[src/rtl/imem_loader_if.sv]
// Bus bundle between the boot loader and its surroundings: the UART byte
// stream in, the instruction-memory write port out, the ack byte out, and
// the CPU release and status outputs.
interface imem_loader_if;
    logic        rx_valid;
    logic [7:0]  rx_data;
    logic        mem_we;
    logic [31:0] mem_waddr;
    logic [31:0] mem_wdata;
    logic        tx_valid;
    logic        tx_ready;
    logic [7:0]  tx_data;
    logic        cpu_run;
    logic        overflow;
    logic [31:0] words_loaded;

    // Host side: supplies received bytes and transmitter readiness.
    modport master (
        output rx_valid, rx_data, tx_ready,
        input  mem_we, mem_waddr, mem_wdata, tx_valid, tx_data,
               cpu_run, overflow, words_loaded
    );

    // Loader side.
    modport slave (
        input  rx_valid, rx_data, tx_ready,
        output mem_we, mem_waddr, mem_wdata, tx_valid, tx_data,
               cpu_run, overflow, words_loaded
    );
endinterface

[src/rtl/imem_loader.sv]
// Boot-time instruction memory loader. Receives a little-endian word count
// followed by that many little-endian words over the UART byte stream,
// writes the words sequentially to instruction memory, sends one ack byte,
// then releases the CPU. Words beyond the memory depth are consumed but not
// written and flag a sticky overflow.
module imem_loader #(
    parameter int          NUM_WORDS = 1024,
    parameter logic [7:0]  ACK_BYTE  = 8'hAA
) (
    input  logic         clk,
    input  logic         rstn,
    imem_loader_if.slave bus
);

    typedef enum logic [2:0] {
        ST_LEN,
        ST_DATA,
        ST_WRITE,
        ST_ACK,
        ST_RUN
    } state_t;

    localparam logic [31:0] DEPTH = 32'(NUM_WORDS);

    state_t      state_q;
    logic [1:0]  bcnt_q;
    logic [23:0] asm_q;          // bytes 0..2 of the group being assembled
    logic [31:0] n_q;
    logic [31:0] wptr_q;
    logic        mem_we_q;
    logic [31:0] mem_waddr_q;
    logic [31:0] mem_wdata_q;
    logic        tx_valid_q;
    logic [7:0]  tx_data_q;
    logic        cpu_run_q;
    logic        overflow_q;
    logic [31:0] words_loaded_q;

    // The 4th byte completes the word directly from the bus, so the word is
    // usable on the same edge that receives it.
    logic [31:0] word_d;
    logic        byte_last_d;
    assign word_d      = {bus.rx_data, asm_q};
    assign byte_last_d = (bcnt_q == 2'd3);

    // Loader state machine with all outputs registered.
    always_ff @(posedge clk) begin
        if (!rstn) begin
            state_q        <= ST_LEN;
            bcnt_q         <= 2'd0;
            asm_q          <= 24'd0;
            n_q            <= 32'd0;
            wptr_q         <= 32'd0;
            mem_we_q       <= 1'b0;
            mem_waddr_q    <= 32'd0;
            mem_wdata_q    <= 32'd0;
            tx_valid_q     <= 1'b0;
            tx_data_q      <= ACK_BYTE;
            cpu_run_q      <= 1'b0;
            overflow_q     <= 1'b0;
            words_loaded_q <= 32'd0;
        end else begin
            case (state_q)
                ST_LEN, ST_DATA: begin
                    if (bus.rx_valid) begin
                        bcnt_q <= bcnt_q + 2'd1;
                        case (bcnt_q)
                            2'd0:    asm_q[7:0]   <= bus.rx_data;
                            2'd1:    asm_q[15:8]  <= bus.rx_data;
                            2'd2:    asm_q[23:16] <= bus.rx_data;
                            default: ;
                        endcase
                        if (byte_last_d) begin
                            if (state_q == ST_LEN) begin
                                n_q    <= word_d;
                                wptr_q <= 32'd0;
                                if (word_d == 32'd0) begin
                                    state_q    <= ST_ACK;
                                    tx_valid_q <= 1'b1;
                                    tx_data_q  <= ACK_BYTE;
                                end else begin
                                    state_q <= ST_DATA;
                                end
                            end else begin
                                // Write strobe is decided here so it is high
                                // during exactly the WRITE cycle.
                                state_q     <= ST_WRITE;
                                mem_waddr_q <= wptr_q;
                                mem_wdata_q <= word_d;
                                mem_we_q    <= (wptr_q < DEPTH);
                            end
                        end
                    end
                end
                ST_WRITE: begin
                    // Bytes arriving here are dropped.
                    mem_we_q <= 1'b0;
                    wptr_q   <= wptr_q + 32'd1;
                    if (mem_we_q) begin
                        words_loaded_q <= words_loaded_q + 32'd1;
                    end else begin
                        overflow_q <= 1'b1;
                    end
                    if (wptr_q + 32'd1 == n_q) begin
                        state_q    <= ST_ACK;
                        tx_valid_q <= 1'b1;
                        tx_data_q  <= ACK_BYTE;
                    end else begin
                        state_q <= ST_DATA;
                    end
                end
                ST_ACK: begin
                    if (bus.tx_ready) begin
                        tx_valid_q <= 1'b0;
                        cpu_run_q  <= 1'b1;
                        state_q    <= ST_RUN;
                    end
                end
                ST_RUN: begin
                    cpu_run_q <= 1'b1;
                end
                default: begin
                    state_q <= ST_LEN;
                end
            endcase
        end
    end

    assign bus.mem_we       = mem_we_q;
    assign bus.mem_waddr    = mem_waddr_q;
    assign bus.mem_wdata    = mem_wdata_q;
    assign bus.tx_valid     = tx_valid_q;
    assign bus.tx_data      = tx_data_q;
    assign bus.cpu_run      = cpu_run_q;
    assign bus.overflow     = overflow_q;
    assign bus.words_loaded = words_loaded_q;

endmodule

[src/flat_wrapper.sv]
// flat-port wrapper written by rule: the top's interface ports become plain ports
module imem_loader_flat 
#(
    parameter int          NUM_WORDS = 1024,
    parameter logic [7:0]  ACK_BYTE  = 8'hAA
)
  (clk, rstn, bus_rx_valid, bus_rx_data, bus_tx_ready, bus_mem_we, bus_mem_waddr, bus_mem_wdata, bus_tx_valid, bus_tx_data, bus_cpu_run, bus_overflow, bus_words_loaded);
  imem_loader_if bus_i ();
  input  logic clk;
  input  logic rstn;
  input wire logic [$bits(bus_i.rx_valid)-1:0] bus_rx_valid;
  input wire logic [$bits(bus_i.rx_data)-1:0] bus_rx_data;
  input wire logic [$bits(bus_i.tx_ready)-1:0] bus_tx_ready;
  output wire logic [$bits(bus_i.mem_we)-1:0] bus_mem_we;
  output wire logic [$bits(bus_i.mem_waddr)-1:0] bus_mem_waddr;
  output wire logic [$bits(bus_i.mem_wdata)-1:0] bus_mem_wdata;
  output wire logic [$bits(bus_i.tx_valid)-1:0] bus_tx_valid;
  output wire logic [$bits(bus_i.tx_data)-1:0] bus_tx_data;
  output wire logic [$bits(bus_i.cpu_run)-1:0] bus_cpu_run;
  output wire logic [$bits(bus_i.overflow)-1:0] bus_overflow;
  output wire logic [$bits(bus_i.words_loaded)-1:0] bus_words_loaded;
  assign bus_i.rx_valid = bus_rx_valid;
  assign bus_i.rx_data = bus_rx_data;
  assign bus_i.tx_ready = bus_tx_ready;
  assign bus_mem_we = bus_i.mem_we;
  assign bus_mem_waddr = bus_i.mem_waddr;
  assign bus_mem_wdata = bus_i.mem_wdata;
  assign bus_tx_valid = bus_i.tx_valid;
  assign bus_tx_data = bus_i.tx_data;
  assign bus_cpu_run = bus_i.cpu_run;
  assign bus_overflow = bus_i.overflow;
  assign bus_words_loaded = bus_i.words_loaded;
  imem_loader #(.NUM_WORDS(NUM_WORDS), .ACK_BYTE(ACK_BYTE)) u_core (.clk(clk), .rstn(rstn), .bus(bus_i));
endmodule
[config.mk]
export PLATFORM = sky130hd
export DESIGN_NAME = imem_loader_flat
export DESIGN_NICKNAME = d
export VERILOG_FILES = /design/src/rtl/imem_loader_if.sv /design/src/rtl/imem_loader.sv /design/src/flat_wrapper.sv
export SDC_FILE = /design/constraint.sdc
export NUM_CORES = 1
export LEC_CHECK = 0
export CAP_MARGIN = 5
export CELL_PAD_IN_SITES_DETAIL_PLACEMENT = 0
export CELL_PAD_IN_SITES_GLOBAL_PLACEMENT = 1
export CORE_AREA = 2 2 153 155
export CTS_CLUSTER_DIAMETER = 150
export CTS_CLUSTER_SIZE = 10
export DETAILED_ROUTE_END_ITERATION = 7
export DIE_AREA = 0 0 155 157
export PLACE_DENSITY = 0.85
export SETUP_SLACK_MARGIN = 0.15
export SLEW_MARGIN = 10
export SYNTH_ARGS = -nofsm -noshare
export SYNTH_HDL_FRONTEND = slang
export SYNTH_SLANG_ARGS = --single-unit
export TNS_END_PERCENT = 30
[constraint.sdc]
create_clock -name clk -period 3 [get_ports clk]
set_input_delay 0.3 -clock clk [delete_from_list [all_inputs] [get_ports clk]]
set_output_delay 0.3 -clock clk [all_outputs]
set_load 0.01 [all_outputs]
**After elaboration in Yosys (flattened, before gate mapping)**

Index checks and enable logic that the tools add are counted.

- Bits in registers: 201
- Word-level logic and storage cells: 88
- Input bits: 12
- Output and inout bits: 108

- Add/sub/neg operators: 3
- $lt $le $gt $ge: 1
- Eq/ne operators: 15
- Multiplexer cells: 30
- Reductions and logical operators: 21
- Bitwise gates (word level): 3

Operators by type and width:

| kind | number |
|---|---|
| $mux 32 | 3 |
| $add 32x1->32 const B | 2 |
| $pmux 32 s2 | 1 |
| $mux 8 | 5 |
| $eq 32x32->1 | 1 |
| $logic_not 32->1 | 1 |
| $lt 32x11->1 const B | 1 |
| $reduce_and 4->1 | 5 |
| $pmux 8 s2 | 1 |
| $pmux 3 s4 | 1 |
| $mux 1 | 10 |
| $mux 3 | 3 |
| $reduce_and 3->1 | 3 |
| $ne 2x1->1 const B | 4 |
| $reduce_and 2->1 | 4 |
| $reduce_and 7->1 | 1 |
| $eq 3x2->1 const B | 2 |
| $mux 2 | 3 |
| $ne 2x2->1 const B | 3 |
| $reduce_and 6->1 | 1 |
| $eq 2x2->1 const B | 2 |
| $pmux 1 s2 | 2 |
| $reduce_bool 2->1 | 2 |
| $eq 3x1->1 const B | 1 |
| 9 further kinds | 11 |

**Depth between registers and ports, before layout**

Gate-level depths: netlist (run 1).

- Word-level depth: 6
- Gate-level depth with buffers: 11
- Depth with buffers taken out: 9

**Worst setup path after synthesis (run 1)**

No wires, ideal clock.

- Kind: register to register
- Start point: reg u_core.wptr_q[0]
- End point: reg u_core.state_q[1]
- Setup slack: 476 ps
- Data required time: 2,916 ps
- Library setup time: 84 ps
- Arrival time: 2,439 ps
- Period minus slack after synthesis: 2,524 ps
- Path buffers: 1
- Cell stages (with the launch flop): 11
- Cells stage by stage: dfxtp_1 ha_1 clkbuf_2 nand3_4 nor4b_4 nand4_1 xor2_1 o22ai_1 nor4_1 a41oi_1 o31ai_2

- Cells in the longest elaborated chain, start to end: 4

Ends and longest elaborated chain:

| what | RTL line | RTL |
|---|---|---|
| start, declared | imem_loader.sv:29 | `logic [31:0] wptr_q;` |
| start signal, assigned | imem_loader.sv:98 | `wptr_q <= wptr_q + 32'd1;` |
| $add 32x1->32 | imem_loader.sv:104 | `if (wptr_q + 32'd1 == n_q) begin` |
| $eq 32x32->1 | imem_loader.sv:104 |  |
| $mux 2 | imem_loader.sv:104 |  |
| $pmux 3 s4 | imem_loader.sv:63 | `case (state_q)` |
| end signal, assigned | imem_loader.sv:105 | `state_q <= ST_ACK;` |
| end signal, assigned | imem_loader.sv:109 | `state_q <= ST_DATA;` |
| end signal, assigned | imem_loader.sv:116 | `state_q <= ST_RUN;` |
| end, declared | imem_loader.sv:25 | `state_t state_q;` |

No other way between the ends.
A chain may end at the register's enable or synchronous reset.

**Worst setup path in the final report (run 1)**

- Start point: reg u_core.wptr_q[13]
- End point: reg u_core.state_q[1]

Same word-level chain as after synthesis.

==> results of run 1 <==
## how the worst max path moves through the flow
stage | start | to | slack [ps] | depth (start not counted)
2_1_floorplan | u_core.wptr_q[0]$_SDFFE_PN0P_ | u_core.state_q[1]$_SDFFE_PN0P_ | 480 | 10
3_3_place_gp | u_core.wptr_q[1]$_SDFFE_PN0P_ | u_core.state_q[1]$_SDFFE_PN0P_ | 290 | 10
3_5_place_dp | u_core.wptr_q[1]$_SDFFE_PN0P_ | u_core.state_q[1]$_SDFFE_PN0P_ | 250 | 10
4_1_cts | u_core.wptr_q[1]$_SDFFE_PN0P_ | u_core.state_q[1]$_SDFFE_PN0P_ | 260 | 10
5_1_grt | u_core.wptr_q[16]$_SDFFE_PN0P_ | u_core.state_q[1]$_SDFFE_PN0P_ | 160 | 8
6_report | u_core.wptr_q[13]$_SDFFE_PN0P_ | u_core.state_q[1]$_SDFFE_PN0P_ | 360 | 8
## per-stage QoR
step / cell area (µm²) / worst slack, ps
floorplan: 8965 / 476.3
global placement: 10410 / 289.3
detailed placement: 10410 / 253.9
CTS: 11040 / 259.5
global route: 11070 / 160.8
finish: 11070 / 356.8
## state kept, by name (all words and copies together), names as in the netlist
register,flops
u_core.bus.mem_wdata,32
u_core.bus.tx_valid,1
u_core.bus.cpu_run,1
u_core.bus.mem_waddr,32
u_core.wptr_q,32
u_core.bus.words_loaded,32
u_core.bus.mem_we,1
u_core.n_q,32
u_core.bcnt_q,2
u_core.bus.overflow,1
u_core.asm_q,24
u_core.state_q,3
## cells in the final DEF (no fill, tap or decap), types with 8 or more instances in the layout
| cell | n |
|---|---|
| or3_1 | 13 |
| nand3_1 | 26 |
| nor2_1 | 82 |
| xnor2_1 | 36 |
| o21ai_0 | 30 |
| inv_1 | 9 |
| nor3_1 | 13 |
| clkbuf_16 | 17 |
| buf_4 | 34 |
| and2_1 | 10 |
| clkdlybuf4s50_1 | 111 |
| nand2_1 | 301 |
| dfxtp_1 | 188 |
| a311oi_1 | 8 |
| conb_1 | 8 |
| nand4_1 | 25 |
| a21oi_1 | 167 |
| xor2_1 | 32 |
| and3_1 | 16 |
| nor4_1 | 21 |
## layout make-up
type                       instances  area [µm²]  share of cell area [%]
clock inverter                    15       207.7                   1.875
timing repair buffer             150        1466                   13.24
tap                              285       356.6                   3.220
inverter                          10       40.04                  0.3615
sequential                       193        3870                   34.95
multi-input combinational        882        4708                   42.51
clock buffer                      17       425.4                   3.841
## routing by layer
layer / global-route usage (%) / vias to the layer above / part of all wire (%)
met4: 6.790 / 0 / 1.9
met1: 29.69 / 3902 / 48
met3: 3.524 / 38 / 5.2
met5: 0 / - / 0
met2: 32.23 / 261 / 45
li1: - / 4160 / -
## kinds of logic after synthesis
logic type	share of synthesized area, %
adder cells (fa/ha/maj)	0.8395
AND/OR/NAND/NOR	28.89
multiplexers	0.4757
XOR/XNOR	6.660
buffers and inverters	4.911
other	0.08398
AO/OA/AOI/OAI	14.93
flip-flops	43.21
## tightest hold or removal path: stages (launching register included)
cell and delay, ps:
dfxtp_1 310, nand2_1 50, a21oi_1 50
## power groups by stage
| stage | clock [W] | combinational [W] | sequential, W |
|---|---|---|---|
| final | 0.00245 | 0.000172 | 0.00261 |
| after floorplan | 0 | 0.000112 | 0.00265 |
| after global placement | 0 | 0.000171 | 0.00267 |
| after global routing | 0.00261 | 0.000190 | 0.00261 |
| after detailed placement | 0 | 0.000172 | 0.00267 |
| after CTS | 0.00250 | 0.000173 | 0.00261 |
==> results.md, run 1 <==
* Via-to-Cell Ratio at 5.387
* Net Sw Power at 0.001301 W
* MaxCap Viol Count at 0
* Clock Sink Count at 193
* CORE AREA at 22500 µm²
* GRT Util Overall at 20.89%
* Yosys reg bits at 193
* Root buffer cell: clkbuf_16
* Total CTS buffers at 17
* Fin crit share at 88.11%
* Synthesized instance count at 1170
* DIE AREA at 24340 µm²
* Switch share at 24.89%
* Number of H-tree levels at 4
* Clock transition at the registers of the reported paths at 80 ps
* Post-Route Utilization at 49.21%
* Synth Warn # at 0
* CP peak stage delay at 570 ps
* Vias in the first global route at 7624
* Hold path cells at 2
* Hold Path Sink: u_core.bus.mem_waddr[14]$_SDFFE_PN0P_
* Drt first pass iters at 5
* Rows at 55
* 1st-iter DRT viols at 666
* Netlist cell types at 60
* Delay-heaviest family, CP: simple AND/OR/NAND/NOR gates
* CTS max path bufs at 2
* Combinational Power Share at 3.3%
* Setup CP Type: reg2reg
* Resize count post-CTS at 0
* Initial antenna violation count at 0
* Crit-path slowest cell: nor3_1
* Fmax at 378.3 MHz
* Internal Dissipation at 0.003927 W
* Crit path launch type: register
* # DRC at 0
* Critical path endpoint category: register
* GP Congestion at 0.9405
* CTS tree: built
* Largest net degree at the start of global routing at 65
* Layout area overhead at 23.84%
* Hold Startpoint: u_core.bus.mem_waddr[14]$_SDFFE_PN0P_
* HPWL Detailed at 17550 µm
* RSZ-0062 raised after global routing: false
* Final Hold Fails at 0
* WL final at 25150 µm
* Tot Pwr at 0.005228 W
* Post-CTS Setup Bufs at 0
* Chip Height at 157 µm
* Clock Power Share at 46.9%
* Routed len/inst at 16.20 µm
* Crit path cell chain: nand2_1 -> nor3_1 -> nand2_1 -> mux2_2 -> nand4_1 -> nor4_1 -> a41oi_1 -> o31ai_2
* # port buffers at 111
* Area contributors post-synth: dfxtp_1, nand2_1, a21oi_1, xnor2_1, nor2_1
* Slew @ Worst Pin at 818.6 ps
* Commonest cells in the netlist: nand2_1, dfxtp_1, a21oi_1
* Fill cells at 2209
* Die W at 155 µm
* R2r endpoint: u_core.state_q[1]$_SDFFE_PN0P_
* Leak at 3.733 nW
* Vias at 8361
* Non-Filler Instances at 1552
* Number of cells after detailed placement at 1520
* Crit Reg-Reg Startpoint: u_core.wptr_q[13]$_SDFFE_PN0P_
* Final Skew at 11.34 ps
* Most used DFF post-synth: dfxtp_1
* PD cells at 472.1 nW/µm²
* FF-to-FF path depth at 8
* Maximum vdd drop at 0.3502 mV
* Most used cell, CP: nand2_1
* CTS Hold Bufs at 0
* Final ANT Viol Nets at 0
* Seq pwr share at 49.9%
* Post-synth EDFFs at 0
* First-pass GRT wire length at 40890 µm
* CP arrival at 3000 ps
* Relative slew margins at 45.43%
* Layout Nets at 1272
* Setup Viol. Count Final at 0
* Area share of the largest cell type after synthesis at 43.21%
* Cell taking the most area after synthesis: dfxtp_1
* Fin. max-slew vios at 0
* Reg2reg setup slack at 360 ps
* Antenna diodes at 0
* Worst-case hold slack at 454.2 ps
* Fin crit period at 2643 ps
* Status: completed
* Mapped cell area at 8942 µm²
* Later-pin clock latency in the skew report at 440 ps
* Sequential area share after synthesis at 43.21%
* Asr flop ratio synth at 0%
* Most frequent cell after synthesis: nand2_1
* Worst path bufs/invs at 0
* Worst Path Max Fanout at 8
* Ports at 120
* Worst min-delay path category: reg2reg
* Mean Syn Cell Area at 7.643 µm²
* Sum Neg Setup Slack at 0 ps
* Share of post-route cells with drive strength above 1 at 7.656%
* Total grt overflow at 0
* Initial core utilization at 39.74%
* Crit path required time at 3360 ps
(Power assumes the default switching activity.)
==> run 2: changes to the inputs <==
--- a/config.mk
+++ b/config.mk
@@ -14,7 +14,9 @@
 export DETAILED_ROUTE_END_ITERATION = 7
 export DIE_AREA = 0 0 155 157
 export PLACE_DENSITY = 0.85
+export RECOVER_POWER = 50
 export SETUP_SLACK_MARGIN = 0.15
+export SKIP_LAST_GASP = 1
 export SLEW_MARGIN = 10
 export SYNTH_ARGS = -nofsm -noshare
 export SYNTH_HDL_FRONTEND = slang
==> results.md, run 2 (synthesized netlist as in run 1, its figures left out) <==
* Vias in the first global route at 7624 (unchanged)
* Seq pwr share at 49.9% (about the same)
* PD cells at 472.3 nW/µm² (about the same)
* MaxCap Viol Count at 1 (+1)
* # DRC at 0 (unchanged)
* Final Hold Fails at 0 (unchanged)
* Area post-placement at 10410 µm² (unchanged)
* Worst-case hold slack at 451.6 ps (-2.580 ps)
* CP arrival at 3010 ps (about the same)
* Vias at 8388 (+0.32%)
* CTS max path bufs at 2 (unchanged)
* # port buffers at 111 (unchanged)
* Clock Sink Count at 193 (unchanged)
* Fin crit period at 2648 ps (+4.683 ps)
* Critical path endpoint category: register
* Total CTS buffers at 17 (unchanged)
* Initial antenna violation count at 0 (unchanged)
* Setup Viol. Count Final at 0 (unchanged)
* Via-to-Cell Ratio at 5.405 (+0.32%)
* Die W at 155 µm (unchanged)
* Layout Nets at 1272 (unchanged)
* Switch share at 24.85% (-0.044 points)
* Fmax at 377.7 MHz (-0.18%)
* Reg area at 3870 µm² (unchanged)
* Fill cells at 2207 (-0.091%)
* Initial core utilization at 39.74% (unchanged)
* Net Sw Power at 0.001298 W (-0.27%)
* DIE AREA at 24340 µm² (unchanged)
* HPWL Detailed at 17550 µm (unchanged)
* Multi-input logic area at 4708 µm² (unchanged)
* Crit path required time at 3360 ps (about the same)
* Rows at 55 (unchanged)
* Status: finished, violations left
* Combinational Power Share at 3.3% (about the same)
* Antenna diodes at 0 (unchanged)
* Chip Height at 157 µm (unchanged)
* CTS tree: built
* Ports at 120 (unchanged)
* Drt first pass iters at 5 (unchanged)
* Number of H-tree levels at 4 (unchanged)
* Final ANT Viol Nets at 0 (unchanged)
* Most frequent cells in the layout: nand2_1, dfxtp_1, a21oi_1
* Final Cell Area at 11060 µm² (-0.14%)
* Slew @ Worst Pin at 1723 ps (+904.9 ps)
* Maximum vdd drop at 0.3509 mV (+0.21%)
* Routed len/inst at 16.20 µm (unchanged)
* CORE AREA at 22500 µm² (unchanged)
* Leak at 4.066 nW (+8.9%)
* Layout area overhead at 23.67%
* Sum Neg Setup Slack at 0 ps (unchanged)
* Fin crit share at 88.26% (+0.16 points)
* GP Congestion at 0.9405 (unchanged)
* Later-pin clock latency in the skew report at 440 ps (about the same)
* Crit path launch type: register
* Root buffer cell: clkbuf_16
* Setup CP Type: reg2reg
* GRT Util Overall at 20.89% (unchanged)
* Clock transition at the registers of the reported paths at 80 ps (about the same)
* Failing checks: max-capacitance violations, max-slew violations
* Worst min-delay path category: reg2reg
* Total grt overflow at 0 (unchanged)
* 1st-iter DRT viols at 730 (+9.6%)
* WL final at 25150 µm (unchanged)
* Worst Path Max Fanout at 8 (unchanged)
* Relative slew margins at -15.02% (-60 points)
* Share of post-route cells with drive strength above 1 at 7.419% (-0.24 points)
* First-pass GRT wire length at 40890 µm (unchanged)
* Final Skew at 11.28 ps (-0.06270 ps)
* Largest net degree at the start of global routing at 65 (unchanged)
* Commonest non-fill, non-tap cell in the layout: nand2_1
* Clock Power Share at 46.8% (about the same)
* Fin. max-slew vios at 44 (+44)
* Internal Dissipation at 0.003926 W (about the same)
* RSZ-0062 raised after global routing: false
run 2: area by class of cell:
type,instances,area share (%)
clock buffer,17,3.847
clock inverter,15,1.878
inverter,10,0.3394
multi-input combinational,882,42.57
sequential,193,34.99
tap,285,3.224
timing repair buffer,150,13.15
run 2: repair_timing:
item / CTS / global route
buffers inserted: 0 / 0
resized for setup: 0 / 9
endpoints found under the setup margin: 0 / 2
hold buffers: 0 / 0
run 2: critical path, cell delays in order, from the launching register on:
cell	delay, ps
dfxtp_1	500
nand2_1	220
nor3_1	570
nand2_1	230
mux2_2	300
nand4_1	90
nor4_1	300
a41oi_1	180
o31ai_2	190
run 2: per-stage QoR:
step / std cells / total power (W) / util, % / worst slack [ps]
after global routing: 1552 / 0.005404 / 49.15 / 156.7
after floorplan: 1176 / 0.002766 / - / 476.3
after global placement: 1520 / 0.002839 / 46.25 / 289.3
after detailed placement: 1520 / 0.002839 / 46.25 / 253.9
final: 1552 / 0.005224 / 49.15 / 352.1
after CTS: 1552 / 0.005276 / 49.06 / 259.5
run 2: path summary, 6_finish.rpt:
kind	startpoint	to	slack, ps	depth (start not counted)
hold reg to reg	u_core.bus.mem_waddr[14]$_SDFFE_PN0P_	u_core.bus.mem_waddr[14]$_SDFFE_PN0P_	450	2
setup reg to reg	u_core.wptr_q[13]$_SDFFE_PN0P_	u_core.state_q[1]$_SDFFE_PN0P_	350	8
hold / removal	u_core.bus.mem_waddr[14]$_SDFFE_PN0P_	u_core.bus.mem_waddr[14]$_SDFFE_PN0P_	450	2
setup / recovery	u_core.wptr_q[13]$_SDFFE_PN0P_	u_core.state_q[1]$_SDFFE_PN0P_	350	8
run 2: power groups by stage:
stage | Clock (W) | Combinational (W) | Sequential, W
2_1_floorplan | 0 | 0.000112 | 0.00265
3_3_place_gp | 0 | 0.000171 | 0.00267
3_5_place_dp | 0 | 0.000172 | 0.00267
4_1_cts | 0.00250 | 0.000173 | 0.00261
5_1_grt | 0.00261 | 0.000189 | 0.00261
6_report | 0.00245 | 0.000171 | 0.00261
run 2: per-layer routing:
layer	share of wire (%)	track usage, %
met1	47	29.69
met2	45	32.23
met3	5.7	3.524
met4	2.0	6.790
met5	0	0
==> RTL edit: new RTL, flow settings as in run 2 <==
Encoding of `state_t`: now one-hot (5 bits for 5 states).
--- a/src/rtl/imem_loader.sv
+++ b/src/rtl/imem_loader.sv
@@ -13,10 +13,10 @@
 );
 
-    typedef enum logic [2:0] {
-        ST_LEN,
-        ST_DATA,
-        ST_WRITE,
-        ST_ACK,
-        ST_RUN
+    typedef enum logic [4:0] {
+        ST_LEN   = 5'b00001,
+        ST_DATA  = 5'b00010,
+        ST_WRITE = 5'b00100,
+        ST_ACK   = 5'b01000,
+        ST_RUN   = 5'b10000
     } state_t;
 
Behaviour: no difference found for any inputs over 4 cycles, from zero or initial values and one cycle with rstn low; so few cycles prove little.
==> RTL edit against run 2 <==
- area after synthesis is 5.9% higher
- wire length rose by 4.4%
- sequential cell count up 2
- global-route usage up 0.85 points
- worst setup slack worse by 80 ps
- cell area is 6.1% higher
- critical path type unchanged
- highest routed layer unchanged
Power is not compared: it rests on default switching activity, and its combinational part moved more than twofold at a synthesized area within 25%.
==> RTL edit: results <==
[sta]
slew_headroom_pct = 2.88
hold_ws_ps = 410
skew_ps = 19.9

[setup_path]
reg2reg_slack_ps = 270
regToRegEndpoint = "u_core.state_q[3]"
arrival_ps = 3120
r2r_start = "u_core.wptr_q[0]"
cp_max_fo = 4
start_kind = "flop"
rr_worst_depth = 10

[yosys]
synth-warning-count = 0
synthXorXnorAreaFrac_pct = 6.66
netlist-cell-type-count = 59
synthMuxAreaShare_pct = 0.317
ys_seq_area_share_pct = 41.2
syn_area_per_cell_um2 = 7.99
synthAdderAreaFrac_pct = 0.793
synth_async_sr_flop_share_pct = 0
synthTopCellsByCount = "nand2_1, dfxtp_1, a21boi_0"
yosys.area.top_type_share_pct = 41.2
synth_area_leaders = "dfxtp_1, nand2_1, a21boi_0"
synth-compound-area-share_pct = 16.6

[finish]
fill_cells = 2189
drive_gt1_share_pct = 10.6
fin_util_pct = 52.2
fin_nets = 1318

[grt]
grt_first_pass_wirelength_um = 42100
grt_use_total_pct = 21.7
grt_max_degree = 87
use_met1_pct = 27.7
grt_antenna_before_repair = 0
met2_usage_pct = 37.1
grt_pass1_vias = 7969
use_met3_pct = 4.10

[clocking]
insertion_delay_ps = 440
clkTransAtPathRegs_ps = 70
htreeDepth = 4
clockBufferDepth = 2

[min_path]
min-delay-start = "rstn"
min_path_type = "in -> reg"
worstHoldEndpoint = "u_core.state_q[0]"
min_path_cells = 2

[placed_design]
place_area_um2 = 11100
hpwl_um = 18800
dp.cells = 1566
post-place-ws_ps = 60.8
gp_congestion = 0.925

[route]
drt_iter0_drc = 670
wl_per_cell_um = 16.5
num_vias = 8465
dr_wl_met3_um = 1360
wirelength_um = 26300
drt-met1-wl_um = 11800
firstDrtPassIters = 7
met2_wirelength_um = 12600

[power_and_ir_drop]
leakage_nw = 4.42

[run_status]
status = "complete, no violations"
RTL edit: changes by cell type after synthesis, sizes merged, moves of 11 or more:
cell,change
nand3,+24
o21ai,+14
a21oi,-133
and2,+32
nor2,-45
xnor2,+15
nor2b,+13
xor2,-11
a21boi,+131
RTL edit: what timing repair did:
item                                    CTS  global route
endpoints found under the setup margin    0             7
resized for setup                         0            18
setup buffers                             0             0
RTL edit: worst max-delay path, stage by stage, from the launching register on:
cell and delay [ps]:
dfxtp_2 370, ha_2 210, nand4_2 130, or4_4 610
nor3_4 230, xnor2_1 100, nor3_1 290, nand4_1 230
o31a_1 320, nor2_1 80, o21a_1 100
RTL edit: report_power, final:
part	total (mW)	internal, mW	switching (mW)
combinational	0.515	0.198	0.317
sequential	2.77	2.66	0.110
clock	2.17	1.12	1.05
RTL edit: final cells by class:
class                      instances  share of cell area, %
clock buffer                      19                   3.86
clock inverter                    11                  0.821
inverter                           5                  0.160
multi-input combinational        895                   44.3
sequential                       195                   33.4
tap                              285                   3.04
timing repair buffer             186                   14.5
